===== src/rtl/pipe_pkg.sv =====
// Encodings shared by the ID-stage hazard logic and the operand select muxes.
package pipe_pkg;

    typedef enum logic [1:0] {
        SEL_RF = 2'd0,
        SEL_EX = 2'd1,
        SEL_ME = 2'd2,
        SEL_MO = 2'd3
    } sel_e;

    typedef enum logic [1:0] {
        IDLE = 2'd0,
        BUSY = 2'd1,
        DONE = 2'd2
    } lstate_e;

endpackage


===== src/rtl/fwd_sel.sv =====
// Forwarding source selection and load-use detection for one ID-stage operand.
module fwd_sel
    import pipe_pkg::*;
#(
    parameter int REG_W = 5
) (
    input  logic [REG_W-1:0] src,
    input  logic             use_src,
    input  logic [REG_W-1:0] rw_ex,
    input  logic             wreg_ex,
    input  logic             m2reg_ex,
    input  logic [REG_W-1:0] rw_me,
    input  logic             wreg_me,
    input  logic             m2reg_me,
    output logic [1:0]       sel,
    output logic             load_use
);

    logic src_nz;

    always_comb begin
        sel      = SEL_RF;
        load_use = 1'b0;
        src_nz   = |src;
        // The youngest producer (EX) shadows an older write of the same register in ME.
        if (src_nz && wreg_ex && (rw_ex == src)) begin
            sel      = SEL_EX;
            load_use = use_src & m2reg_ex;
        end else if (src_nz && wreg_me && (rw_me == src)) begin
            sel = m2reg_me ? SEL_MO : SEL_ME;
        end
    end

endmodule


===== src/rtl/id_hazard_scoreboard.sv =====
// ID-stage hazard controller: operand forwarding, load-use stall, and a one-entry
// scoreboard tracking a single outstanding fixed-latency MUL/DIV.
module id_hazard_scoreboard
    import pipe_pkg::*;
#(
    parameter int REG_W    = 5,
    parameter int LONG_LAT = 4,
    parameter int CNT_W    = 16
) (
    input  logic             clock,
    input  logic             reset_0,
    input  logic [REG_W-1:0] rs_id,
    input  logic [REG_W-1:0] rt_id,
    input  logic             use_rs_id,
    input  logic             use_rt_id,
    input  logic [REG_W-1:0] rw_id,
    input  logic             wreg_id,
    input  logic             long_id,
    input  logic             flush_id,
    input  logic [REG_W-1:0] rw_ex,
    input  logic [REG_W-1:0] rw_me,
    input  logic             wreg_ex,
    input  logic             wreg_me,
    input  logic             m2reg_ex,
    input  logic             m2reg_me,
    output logic [1:0]       a_select,
    output logic [1:0]       b_select,
    output logic             stall,
    output logic             long_busy,
    output logic             long_wb,
    output logic [REG_W-1:0] long_rw,
    output logic [CNT_W-1:0] stall_count
);

    localparam logic [CNT_W-1:0] CNT_MAX  = '1;
    localparam logic [CNT_W-1:0] LAT_LOAD = CNT_W'(LONG_LAT - 2);

    lstate_e          state_q, state_d;
    logic [CNT_W-1:0] cnt_q, cnt_d;
    logic [REG_W-1:0] long_rw_q, long_rw_d;
    logic             long_wb_q, long_wb_d;
    logic [CNT_W-1:0] stall_count_q, stall_count_d;

    logic lu_a, lu_b;
    logic busy_st, long_nz, raw_a, raw_b, waw, structural, issue;

    fwd_sel #(.REG_W(REG_W)) u_fwd_a (
        .src(rs_id), .use_src(use_rs_id),
        .rw_ex(rw_ex), .wreg_ex(wreg_ex), .m2reg_ex(m2reg_ex),
        .rw_me(rw_me), .wreg_me(wreg_me), .m2reg_me(m2reg_me),
        .sel(a_select), .load_use(lu_a)
    );

    fwd_sel #(.REG_W(REG_W)) u_fwd_b (
        .src(rt_id), .use_src(use_rt_id),
        .rw_ex(rw_ex), .wreg_ex(wreg_ex), .m2reg_ex(m2reg_ex),
        .rw_me(rw_me), .wreg_me(wreg_me), .m2reg_me(m2reg_me),
        .sel(b_select), .load_use(lu_b)
    );

    // Only BUSY blocks on long_rw: in DONE the falling-edge regfile write is visible to ID.
    always_comb begin
        busy_st    = (state_q == BUSY);
        long_nz    = |long_rw_q;
        raw_a      = busy_st & long_nz & use_rs_id & (rs_id == long_rw_q);
        raw_b      = busy_st & long_nz & use_rt_id & (rt_id == long_rw_q);
        waw        = busy_st & long_nz & wreg_id & (rw_id == long_rw_q);
        structural = busy_st & long_id;
        stall      = ~flush_id & (lu_a | lu_b | raw_a | raw_b | waw | structural);
        issue      = long_id & wreg_id & ~stall & ~flush_id;
    end

    always_comb begin
        state_d   = state_q;
        cnt_d     = cnt_q;
        long_rw_d = long_rw_q;
        case (state_q)
            IDLE: if (issue) state_d = BUSY;
            BUSY: begin
                if (cnt_q != '0) cnt_d = cnt_q - 1'b1;
                else             state_d = DONE;
            end
            DONE:    state_d = issue ? BUSY : IDLE;
            default: state_d = IDLE;
        endcase
        if (issue) begin
            long_rw_d = rw_id;
            cnt_d     = LAT_LOAD;
        end
        long_wb_d     = (state_d == DONE);
        stall_count_d = (stall && (stall_count_q != CNT_MAX)) ? stall_count_q + 1'b1
                                                               : stall_count_q;
    end

    always_ff @(posedge clock or negedge reset_0) begin
        if (!reset_0) begin
            state_q       <= IDLE;
            cnt_q         <= '0;
            long_rw_q     <= '0;
            long_wb_q     <= 1'b0;
            stall_count_q <= '0;
        end else begin
            state_q       <= state_d;
            cnt_q         <= cnt_d;
            long_rw_q     <= long_rw_d;
            long_wb_q     <= long_wb_d;
            stall_count_q <= stall_count_d;
        end
    end

    assign long_busy   = (state_q != IDLE);
    assign long_wb     = long_wb_q;
    assign long_rw     = long_rw_q;
    assign stall_count = stall_count_q;

endmodule


===== config.mk =====
export PLATFORM = sky130hd
export DESIGN_NAME = id_hazard_scoreboard
export DESIGN_NICKNAME = d
export VERILOG_FILES = /design/src/rtl/pipe_pkg.sv /design/src/rtl/fwd_sel.sv /design/src/rtl/id_hazard_scoreboard.sv
export SDC_FILE = /design/constraint.sdc
export NUM_CORES = 1
export LEC_CHECK = 0
export ABC_AREA = 1
export BUFFER_PORTS_ARGS = -buffer_cell sky130_fd_sc_hd__buf_4
export CAP_MARGIN = 15
export CORE_AREA = 5 5 68 116
export CTS_CLUSTER_SIZE = 12
export DETAILED_ROUTE_END_ITERATION = 7
export DIE_AREA = 0 0 73 121
export PLACE_DENSITY = 0.66
export SETUP_SLACK_MARGIN = 0.2
export SYNTH_ARGS = -nofsm -noshare
export SYNTH_HDL_FRONTEND = slang
export SYNTH_SLANG_ARGS = --single-unit

===== constraint.sdc =====
create_clock -name clock -period 2 [get_ports clock]
set_input_delay 0.4 -clock clock [delete_from_list [all_inputs] [get_ports clock]]
set_output_delay 0.4 -clock clock [all_outputs]
set_load 0.005 [all_outputs]

# == After elaboration in Yosys (flattened, before gate mapping) ==
# Index checks and enable logic that the tools add are counted.
# W data, S select, Z words.
# word_totals
regBits,40
input_bits,36
out_inout_bits,28
elab_cells,71
# op_classes
add_sub_neg,2
eq_ne,11
n_mux,14
bitwise_logic,21
reduce_logical,18
# ops
cell,count
$mux W16,3
$eq A5 B5 Y1,7
$add A16 B1 Y16 const B,1
$ne A16 B16 Y1 const B,1
$reduce_bool A16 Y1,1
$sub A16 B1 Y16 const B,1
$reduce_or A5 Y1,3
$and A1 B1 Y1,14
$mux W2,6
$logic_and A1 B1 Y1,9
$pmux W2 S3,1
$reduce_bool A2 Y1,3
$or A1 B1 Y1,5
$eq A2 B2 Y1 const B,2
$mux W1,4
$eq A2 B1 Y1 const B,1
$logic_not A2 Y1,1
$not A1 Y1,2
$reduce_and A2 Y1,1

# == Depth between registers and ports, before layout ==
# Gate-level depths: netlist (run 1).
# depth
depth_word,16
depth_mapped,14
depth_no_buf,13

# == By module ==
# Synthesis (run 1) repeated with hierarchy kept, for this count alone.
# unflattened
cells_unflattened,522
area_unflattened_um2,3253.1
# by_module_without_submodules
module,instances,cells_each,area_each_um2,seq_area_each_um2
id_hazard_scoreboard,1,378,2635.0,1001.0
fwd_sel,2,72,309.0,0.0

# == Least setup slack after synthesis (run 1) ==
# Ideal clock, no wire load.
# synth_timing
path_type,reg2reg
start,reg stall_count_q[0] (netlist: stall_count[0])
end,reg stall_count_q[10] (netlist: stall_count[10])
setup_ns,0.117
t_arrival_ns,1.509
t_required_ns,1.883
slack_ns,0.374
path_stages_with_launch,9
n_path_buf,1
period_less_slack_ns,1.626
path_cell_list,dfrtp_1 > ha_1 > nand2_1 > nor2_4 > nand3_1 > nand3b_4 > buf_2 > nand4_1 > nand2_1
# synth_between
elab_chain_cells,2
elab_cells_between_ends,3
classes_between,add/sub: 1; eq/ne: 1; reduce/logical: 1
# synth_lines
item,line,text
start: declaration,id_hazard_scoreboard.sv:42,"logic [CNT_W-1:0] stall_count_q, stall_count_d;"
start signal: assignment,id_hazard_scoreboard.sv:107,stall_count_q <= stall_count_d;
"parallel branches: the longest is 2 deep, another holds $add A16 B1 Y16",n/a,
# Several ways; the timed one is not identified.
# A chain may end at the register's enable or synchronous reset.

# == Final worst setup path (run 1) ==
# layout_timing
start,reg long_rw_q[4] (netlist: long_rw[4])
end,out stall
# layout_between
elab_chain_cells,9
elab_cells_between_ends,16
classes_between,eq/ne: 3; bitwise: 12; reduce/logical: 1
# layout_lines
item,line,text
start: declaration,id_hazard_scoreboard.sv:40,"logic [REG_W-1:0] long_rw_q, long_rw_d;"
start signal: assignment,id_hazard_scoreboard.sv:105,long_rw_q <= long_rw_d;
$reduce_or A5 Y1,id_hazard_scoreboard.sv:64,long_nz = |long_rw_q;
$and A1 B1 Y1,"id_hazard_scoreboard.sv:65, id_hazard_scoreboard.sv:66, id_hazard_scoreboard.sv:67",
$and A1 B1 Y1 (2 in a row),id_hazard_scoreboard.sv:65,raw_a = busy_st & long_nz & use_rs_id & (rs_id == long_rw_q);
$or A1 B1 Y1 (2 in a row),id_hazard_scoreboard.sv:69,stall = ~flush_id & (lu_a | lu_b | raw_a | raw_b | waw | structural);
$or A1 B1 Y1 * (2 in a row),id_hazard_scoreboard.sv:69,
$and A1 B1 Y1 *,id_hazard_scoreboard.sv:69,
end: declaration,id_hazard_scoreboard.sv:28,"output logic stall,"
# Every way passes the cells marked *; elsewhere a longest branch is shown, timed or not.

==> impl_metrics.env, run 1 <==
export IMPL_p_per_area_nw_per_um2=944
export IMPL_routed_wl_um=9640
export IMPL_drive_above_1_share_pct=35.8
export IMPL_die_w_um=73
export IMPL_grt_pass1_wl_um=14900
export IMPL_final_common_cell="nand2_1"
export IMPL_cp_max_fo=6
export IMPL_start_kind="register"
export IMPL_grt_pass1_vias=3035
export IMPL_final_fill_count=621
export IMPL_worst_slew_pin_transition_ns=0.540
export IMPL_p_int_mw=2.47
export IMPL_syn2layout_area_growth_pct=47.9
export IMPL_hold_viol=0
export IMPL_fin_util_pct=64.4
export IMPL_clock_skew_ns=0.00403
export IMPL_setup_violations_final=0
export IMPL_htree_num_levels=2
export IMPL_syn_num_nets=478
export IMPL_cp_data_arrival_time_ns=1.57
export IMPL_first_iter_violations=127
export IMPL_path_cells="xor2_2 > nor2_2 > nand3_1 > nand3_2 > nand2_4 > a21oi_2 > buf_4"
export IMPL_gp_congestion=0.984
export IMPL_yosysWarnings=0
export IMPL_relSlewSlack_pct=64.0
export IMPL_synth_cell_type_count=33
export IMPL_viasPerCell=5.09
export IMPL_dpl_hpwl_um=6880
export IMPL_antenna_found_initial=0
export IMPL_ant_nets=0
export IMPL_io_pins=64
export IMPL_clock_sinks=40
export IMPL_path_class="register to output port"
export IMPL_cp_top_family="flip-flops"
export IMPL_min_path_type="primary input to async pin"
export IMPL_fp_row_count=40
export IMPL_first_pass_iters=4
export IMPL_grt_overflow=0
export IMPL_ys_flop_type="dfrtp_1"
export IMPL_n_antenna_cell=0
export IMPL_avgSynthCellArea_um2=6.73
export IMPL_tritoncts="done"
export IMPL_slowest_stage="dfrtp_2"
export IMPL_drc=0
export IMPL_maxSlewViolCount=0
export IMPL_p_leak_nw=2.34
export IMPL_die_h_um=121
export IMPL_drv_cap=0
export IMPL_rsz0062_at_grt="true"
export IMPL_port_buffers=63
export IMPL_initial_core_util_pct=43.5
export IMPL_path_clk_slew_ns=0.06
export IMPL_cts_buffers=5
export IMPL_regToRegSetupSlack_ns=0.10
export IMPL_fin_crit_sh_pct=98.5
export IMPL_synth_edf_count=0
export IMPL_power_share_sequential_pct=30.1
export IMPL_final_cell_mix="nand2_1 (108), buf_4 (83), inv_1 (58), nor2_1 (43), dfrtp_1 (39)"
export IMPL_root_buffer="clkbuf_16"
export IMPL_reg2regPathDepth=15
export IMPL_synth_seq_area_share_pct=33.8
export IMPL_grtUsageTotal_pct=22.0
export IMPL_critPathRequiredTime_ns=1.60
export IMPL_whs_ns=0.0899
export IMPL_max_vdd_ir_drop_uv=559
export IMPL_worst_skew_pair_late_latency_ns=0.28
export IMPL_clockBufferDepth=2
export IMPL_combPwrFrac_pct=50.3
export IMPL_async_reset_ff_share_pct=100
export IMPL_status="finished clean"
export IMPL_vias=3198
export IMPL_fmax_mhz=508
export IMPL_crit_path_max_incr_delay_ns=0.46
export IMPL_synthCells=440
export IMPL_path_buf_inv=1
export IMPL_p_clk_share_pct=19.6
export IMPL_worst_path_stages=7
export IMPL_grt_max_degree=41
export IMPL_end_kind="output port"
export IMPL_wire_per_inst_um=15.3
export IMPL_dieArea_um2=8830
export IMPL_p_sw_mw=1.67
export IMPL_synth_area_um2=2960
export IMPL_ys_ff_latch=40
export IMPL_num_nets_final=581
export IMPL_swShare_pct=40.4
export IMPL_core_area_um2=6810
export IMPL_min_period_ns=1.97
[cell usage after synthesis (2+ instances only)]
cell type / number / area [um2]
nand3_1: 27 / 135
buf_6: 2 / 22.5
dfrtp_1: 40 / 1000
xnor2_1: 5 / 43.8
a21oi_1: 6 / 30.0
o21ai_2: 3 / 26.3
or2_1: 2 / 12.5
nand4_1: 21 / 131
nor2_1: 48 / 180
nor2_4: 2 / 22.5
inv_1: 65 / 244
nor2_2: 3 / 18.8
o21ai_0: 23 / 115
nand2_2: 3 / 18.8
xor2_1: 22 / 193
buf_2: 4 / 20.0
nor3_1: 11 / 55.1
or2_2: 3 / 18.8
nand3_4: 2 / 35.0
ha_1: 2 / 25.0
o211ai_1: 2 / 15.0
inv_2: 4 / 15.0
nand2_1: 130 / 488
[metrics by stage]
step                power, mW  cell area [um2]  TNS [ns]  setup slack [ns]  cells
floorplan                2.26             2960         0             0.374    440
global placement         2.86             3680         0            0.0416    604
detailed placement       2.89             3680         0            0.0252    604
CTS                      3.95             4110         0          0.000182    622
global route             4.44             4380   -0.0288           -0.0288    628
finish                   4.14             4380         0            0.0297    628
[power by group through the flow]
| stage | Sequential, mW | Clock [mW] | Combinational (mW) |
|---|---|---|---|
| 4_1_cts | 1.23 | 0.828 | 1.89 |
| 6_report | 1.25 | 0.810 | 2.08 |
| 3_5_place_dp | 1.24 | 0 | 1.64 |
| 2_1_floorplan | 1.22 | 0 | 1.04 |
| 5_1_grt | 1.27 | 0.870 | 2.30 |
| 3_3_place_gp | 1.23 | 0 | 1.62 |
[cell type report]
class / instances / area [um2] / share of cell area (%)
multi-input cells: 324 / 1920 / 43.7
flip-flops and latches: 40 / 1000 / 22.9
repair buffers: 102 / 940 / 21.4
inverters: 70 / 273 / 6.22
clock buffers: 8 / 146 / 3.34
well taps: 84 / 105 / 2.40
[what timing repair did]
| item | CTS | global route |
|---|---|---|
| endpoints found under the setup margin | 40 | 43 |
| resized for setup | 35 | 72 |
| buffers inserted | 5 | 6 |
| cloned | 5 | 0 |
| pin swaps | 9 | 21 |
| endpoints found under the hold margin | 0 | 0 |
| hold buffers | 0 | 0 |
[metal layers]
layer  global-route usage, %  wire length [um]  share of wire [%]  vias up
met1                    24.0              3660                 38     1466
li1                        -                 -                  -     1600
met2                    38.9              5130                 53      100
met5                       0                 0                  0        -
met4                    12.9               471                4.9        0
met3                    2.99               377                3.9       32
[path summary, 6_finish.rpt]
path / start / endpoint
max in group asynchronous: reset_0 / long_rw[4]
setup / recovery: long_rw[4] / stall
hold reg to reg: state_q[0] / state_q[0]
hold / removal: reset_0 / cnt_q[9]
setup reg to reg: long_rw[3] / long_rw[1]
min in group clock: rw_id[0] / long_rw[0]
[cell families (layout without fill, tap and decap cells)]
| family | after synthesis | after routing | synth area share (%) |
|---|---|---|---|
| AO/OA/AOI/OAI | 37 | 37 | 7.05 |
| XOR/XNOR | 27 | 27 | 7.98 |
| adder cells (fa/ha/maj) | 2 | 2 | 0.844 |
| buffers and inverters | 77 | 180 | 10.8 |
| flip-flops | 40 | 40 | 33.8 |
| AND/OR/NAND/NOR | 257 | 258 | 39.5 |
[state kept, by name, summed over array words and instances, names as in the netlist]
name         count
cnt_q           16
stall_count     16
long_rw          5
state_q          2
long_wb          1
(Power assumes the default switching activity.)
==> run 2, diff against run 1 <==
--- a/config.mk
+++ b/config.mk
@@ -8,10 +8,10 @@
 export ABC_AREA = 1
 export BUFFER_PORTS_ARGS = -buffer_cell sky130_fd_sc_hd__buf_4
 export CAP_MARGIN = 15
-export CORE_AREA = 5 5 68 116
+export CORE_AREA = 5 5 88 90
 export CTS_CLUSTER_SIZE = 12
 export DETAILED_ROUTE_END_ITERATION = 7
-export DIE_AREA = 0 0 73 121
+export DIE_AREA = 0 0 93 95
 export PLACE_DENSITY = 0.66
 export SETUP_SLACK_MARGIN = 0.2
 export SYNTH_ARGS = -nofsm -noshare
==> run 2 against run 1 <==
  * Non-clock buffer count down 23
  * Utilization down 8.3 points
  * Maximum frequency down 0.25%
  * Die area about the same
  * Worst hold slack worse by 0.019 ns
  * Power down 13%
  * Routed wire length down 15%
  * First-iteration DRC count up 9.4%
  * Clock skew up 0.0057 ns
  * Register-to-register slack better by 0.06 ns
  * Critical endpoint unchanged
  * Largest power group unchanged
==> impl_metrics.env, run 2 (synthesized netlist as in run 1, its figures left out) <==
export IMPL_worst_slew_pin_transition_ns=0.506
export IMPL_fin_crit_sh_pct=98.8
export IMPL_die_w_um=93
export IMPL_power_share_sequential_pct=35.0
export IMPL_final_common_cell="nand2_1"
export IMPL_die_h_um=95
export IMPL_num_nets_final=560
export IMPL_core_area_um2=6980
export IMPL_htree_num_levels=2
export IMPL_combPwrFrac_pct=50.2
export IMPL_max_vdd_ir_drop_uv=517
export IMPL_antenna_found_initial=0
export IMPL_final_cell_mix="nand2_1 (127), buf_4 (74), inv_1 (59), nor2_1 (43), dfrtp_1 (37)"
export IMPL_p_clk_share_pct=14.8
export IMPL_cp_max_fo=5
export IMPL_worst_skew_pair_late_latency_ns=0.29
export IMPL_whs_ns=0.0710
export IMPL_drc=0
export IMPL_p_int_mw=2.07
export IMPL_start_kind="register"
export IMPL_initial_core_util_pct=42.4
export IMPL_cp_data_arrival_time_ns=1.58
export IMPL_gp_congestion=0.895
export IMPL_first_iter_violations=139
export IMPL_clock_skew_ns=0.00974
export IMPL_grtUsageTotal_pct=18.3
export IMPL_setup_violations_final=0
export IMPL_p_per_area_nw_per_um2=914
export IMPL_clockBufferDepth=2
export IMPL_grt_pass1_vias=2848
export IMPL_rsz0062_at_grt="true"
export IMPL_drv_cap=0
export IMPL_crit_top_cell="nand3_1"
export IMPL_viasPerCell=5.13
export IMPL_grt_overflow=0
export IMPL_p_leak_nw=2.15
export IMPL_slowest_stage="dfrtp_1"
export IMPL_dieArea_um2=8840
export IMPL_vias=3104
export IMPL_clock_sinks=40
export IMPL_min_path_type="primary input to async pin"
export IMPL_setup_tns_final_ns=0
export IMPL_crit_path_max_incr_delay_ns=0.40
export IMPL_fp_row_count=31
export IMPL_fin_util_pct=56.1
export IMPL_cts_buffers=5
export IMPL_path_cells="inv_2 > nand2_1 > o21ai_1 > nor2_1 > nand3_1 > nand3_1 > nand2_2 > a21oi_2 > buf_4"
export IMPL_root_buffer="clkbuf_8"
export IMPL_io_pins=64
export IMPL_first_pass_iters=4
export IMPL_wire_per_inst_um=13.5
export IMPL_final_fill_count=684
export IMPL_port_buffers=63
export IMPL_maxSlewViolCount=0
export IMPL_end_kind="output port"
export IMPL_relSlewSlack_pct=66.3
export IMPL_routed_wl_um=8190
export IMPL_grt_max_degree=41
export IMPL_regToRegSetupSlack_ns=0.16
export IMPL_status="finished clean"
export IMPL_grt_pass1_wl_um=13200
export IMPL_path_class="register to output port"
export IMPL_p_sw_mw=1.51
export IMPL_dpl_hpwl_um=5800
export IMPL_layoutNonFillerInstCount=605
export IMPL_n_antenna_cell=0
export IMPL_ant_nets=0
export IMPL_placed_cells=586
export IMPL_syn2layout_area_growth_pct=32.2
export IMPL_hold_viol=0
export IMPL_path_clk_slew_ns=0.08
export IMPL_fmax_mhz=506
export IMPL_swShare_pct=42.2
export IMPL_tritoncts="done"
export IMPL_drive_above_1_share_pct=28.3
export IMPL_critPathRequiredTime_ns=1.60
export IMPL_min_period_ns=1.98
==> run 2: cell count changes in the layout (fill, tap and decap cells not counted), moves of 5 or more <==
cell       change
nand2_2       -17
buf_4          -9
nand2_1       +19
buf_6          -6
o21ai_2        -5
clkbuf_16      -5
==> run 2: area by class of cell <==
class | instances | area, um2 | share of cell area, %
inverter | 70 | 265 | 6.77
sequential | 40 | 1000 | 25.7
multi-input combinational | 326 | 1840 | 47.0
clock inverter | 1 | 8.76 | 0.224
clock buffer | 7 | 76.3 | 1.95
tap | 82 | 103 | 2.62
timing repair buffer | 79 | 619 | 15.8
==> run 2: final timing paths <==
check	start	to	cells past startpoint
worst max-delay path	long_rw[0]	stall	9
worst min-delay path	reset_0	stall_count[10]	1
worst max register to register	long_rw[0]	long_rw[2]	10
worst min register to register	state_q[0]	state_q[0]	1
max in group asynchronous	reset_0	long_rw[2]	1
min in group clock	rw_id[0]	long_rw[0]	3
==> run 2: through the flow <==
step	total power, mW	cell area (um2)	worst slack (ns)
after floorplan	2.26	2960	0.374
after global placement	2.77	3540	-0.0105
after detailed placement	2.81	3540	-0.00298
after CTS	3.43	3690	0.0419
after global routing	3.93	3920	-0.144
final	3.58	3920	0.0247
==> run 2: what timing repair did <==
item / in CTS / in global routing
pin swaps: 9 / 32
setup buffers: 3 / 5
gates resized for setup: 17 / 48
setup endpoints to repair: 25 / 43
hold endpoints to repair: 0 / 0
cloned: 0 / 3
hold buffers: 0 / 0
==> run 2: metal layers <==
metal  GRT usage (%)  vias up  part of all wire (%)
met2            32.4       81                    50
met4            5.49        0                   1.9
met1            22.7     1448                    43
li1                -     1558                     -
met5               0        -                     0
met3            3.35       17                   5.1
==> run 2: power by group through the flow <==
stage | Combinational [mW] | Clock (mW) | Sequential [mW]
final | 1.80 | 0.529 | 1.25
after global routing | 2.05 | 0.589 | 1.29
after CTS | 1.63 | 0.551 | 1.25
after detailed placement | 1.55 | 0 | 1.26
after global placement | 1.51 | 0 | 1.25
after floorplan | 1.04 | 0 | 1.22
==> run 2: critical path, delay by kind of cell (launching register included) <==
kind / cells / cell delay [ns]
flops: 1 / 0.40
simple gates: 5 / 0.46
buf+inv: 2 / 0.21
compound gates: 2 / 0.22
==> run 3, diff against run 2 <==
--- a/config.mk
+++ b/config.mk
@@ -6,7 +6,7 @@
 export NUM_CORES = 1
 export LEC_CHECK = 0
 export ABC_AREA = 1
-export BUFFER_PORTS_ARGS = -buffer_cell sky130_fd_sc_hd__buf_4
+export BUFFER_PORTS_ARGS = -buffer_cell sky130_fd_sc_hd__clkbuf_2
 export CAP_MARGIN = 15
 export CORE_AREA = 5 5 88 90
 export CTS_CLUSTER_SIZE = 12
@@ -14,6 +14,7 @@
 export DIE_AREA = 0 0 93 95
 export PLACE_DENSITY = 0.66
 export SETUP_SLACK_MARGIN = 0.2
+export SKIP_LAST_GASP = 1
 export SYNTH_ARGS = -nofsm -noshare
 export SYNTH_HDL_FRONTEND = slang
 export SYNTH_SLANG_ARGS = --single-unit
==> run 3 against run 2 <==
  * Clock skew is 0.0017 ns higher
  * Register-to-register slack improved by 0.07 ns
  * Sequential power about the same
  * Via count down 2.4%
  * Final area is 3.5% lower
  * First-iteration DRC count up 31%
  * Worst hold slack better by 0.080 ns
  * Power grew 1.6%
  * Critical endpoint unchanged
  * Maximum frequency up 1.1%
  * Global-route usage decreased by 0.44 points
  * Utilization is 2.0 points lower
  * Cell count grew 0.50%
==> impl_metrics.env, run 3 (synthesized netlist as in run 1, its figures left out) <==
export IMPL_grt_pass1_vias=2853
export IMPL_min_period_ns=1.95
export IMPL_fin_crit_sh_pct=97.7
export IMPL_setup_violations_final=0
export IMPL_final_common_cell="nand2_1"
export IMPL_path_class="register to output port"
export IMPL_p_leak_nw=2.11
export IMPL_drive_above_1_share_pct=27.0
export IMPL_wire_per_inst_um=13.0
export IMPL_clock_sinks=40
export IMPL_htree_num_levels=2
export IMPL_setup_tns_final_ns=0
export IMPL_wl_met1_um=3400
export IMPL_die_h_um=95
export IMPL_clock_skew_ns=0.0114
export IMPL_core_area_um2=6980
export IMPL_drv_cap=0
export IMPL_p_per_area_nw_per_um2=963
export IMPL_reg2regPathDepth=11
export IMPL_wl_met3_um=390
export IMPL_first_iter_violations=182
export IMPL_port_buffers=63
export IMPL_status="finished clean"
export IMPL_vias=3029
export IMPL_worst_skew_pair_late_latency_ns=0.30
export IMPL_min_path_type="primary input to async pin"
export IMPL_cp_data_arrival_time_ns=1.55
export IMPL_routed_wl_um=7880
export IMPL_relSlewSlack_pct=65.1
export IMPL_met2_length_um=3990
export IMPL_first_pass_iters=4
export IMPL_regToRegSetupSlack_ns=0.23
export IMPL_die_w_um=93
export IMPL_grt_max_degree=41
export IMPL_hold_viol=0
export IMPL_fmax_mhz=512
export IMPL_dpl_instance_area_um2=3430
export IMPL_dpl_hpwl_um=5700
export IMPL_top_layer="met4"
export IMPL_critPathRequiredTime_ns=1.60
export IMPL_max_vdd_ir_drop_uv=603
export IMPL_n_antenna_cell=0
export IMPL_tritoncts="done"
export IMPL_antenna_found_initial=0
export IMPL_gp_congestion=0.915
export IMPL_finalInstanceArea_um2=3780
export IMPL_clockBufferDepth=2
export IMPL_worst_slew_pin_transition_ns=0.524
export IMPL_cts_buffers=5
export IMPL_syn2layout_area_growth_pct=27.5
export IMPL_drc=0
export IMPL_rsz0062_at_grt="true"
export IMPL_num_nets_final=563
export IMPL_viasPerCell=4.98
export IMPL_grt_pass1_wl_um=12900
export IMPL_path_clk_slew_ns=0.09
export IMPL_final_cell_mix="nand2_1 (127), inv_1 (54), clkbuf_2 (53), nor2_1 (44), dfrtp_1 (39)"
export IMPL_grt_overflow=0
export IMPL_io_pins=64
export IMPL_dieArea_um2=8840
export IMPL_cp_max_fo=4
export IMPL_start_kind="register"
export IMPL_r2r_end="stall_count[15]"
export IMPL_fp_row_count=31
export IMPL_end_kind="output port"
export IMPL_grtUsageTotal_pct=17.9
export IMPL_ant_nets=0
export IMPL_r2r_start="long_rw[0]"
export IMPL_root_buffer="clkbuf_8"
export IMPL_initial_core_util_pct=42.4
export IMPL_maxSlewViolCount=0
## run 3: cell types whose count changed in the layout (fill, tap and decap cells not counted), moves of 3 or more
cell	delta
clkbuf_2	+53
buf_4	-52
o21ai_0	+10
o21ai_1	-7
inv_1	-5
nand3_2	-5
nand3_1	+4
buf_2	+3
inv_2	+3
nor2_2	-3
nor3_1	+3
nor3_2	-3
## run 3: worst max-delay path by stage
stage	from	to
2_1_floorplan	stall_count[0]	stall_count[10]
3_3_place_gp	rt_id[2]	stall
3_5_place_dp	rt_id[2]	stall
4_1_cts	long_rw[1]	stall
5_1_grt	long_rw[0]	stall
6_report	long_rw[0]	stall
## run 3: routing by layer
layer / track usage, % / up-vias
met3: 3.35 / 11
met5: 0 / -
met2: 31.6 / 72
met1: 22.3 / 1380
li1: - / 1566
met4: 4.88 / 0
## run 3: where the power goes
group / internal, mW / switching, mW
Combinational: 0.711 / 1.02
Clock: 0.370 / 0.305
Sequential: 1.03 / 0.210
Total: 2.11 / 1.53
## run 3: layout make-up
class,instances,area (um2)
Multi-Input combinational cell,324,1760
Timing Repair Buffer,84,526
Tap cell,82,103
Sequential cell,40,1000
Inverter,70,273
Clock buffer,5,68.8
Clock inverter,3,42.5
Fill cell,684,3200
## run 3: metrics by stage
step	cells	power (mW)	setup WS [ns]	utilization [%]	hold WS, ns
finish	608	3.64	0.0457	54.1	0.151
global route	608	3.97	-0.0835	54.1	0.200
CTS	604	3.53	0.0544	51.8	0.168
detailed placement	591	2.75	0.00173	49.2	0.468
global placement	591	2.70	0.000915	49.2	0.465
floorplan	440	2.26	0.374	-	0.104
## run 3: repair_timing
| item | 4_1_cts | 5_1_grt |
|---|---|---|
| endpoints found under the setup margin | 13 | 36 |
| resized for setup | 16 | 51 |
| hold endpoints to repair | 0 | 0 |
| hold buffers | 0 | 0 |
| buffers inserted | 5 | 3 |
| pin swaps | 9 | 18 |
| gates cloned | 0 | 1 |
## run 3: worst max-delay path, stage by stage (launching register included)
cell and delay [ns]:
dfrtp_1 0.42, buf_4 0.15, xor2_1 0.13, nor2_1 0.08, nand3_1 0.08, nand3_2 0.08
nand2_2 0.07, a21oi_2 0.12, buf_2 0.13
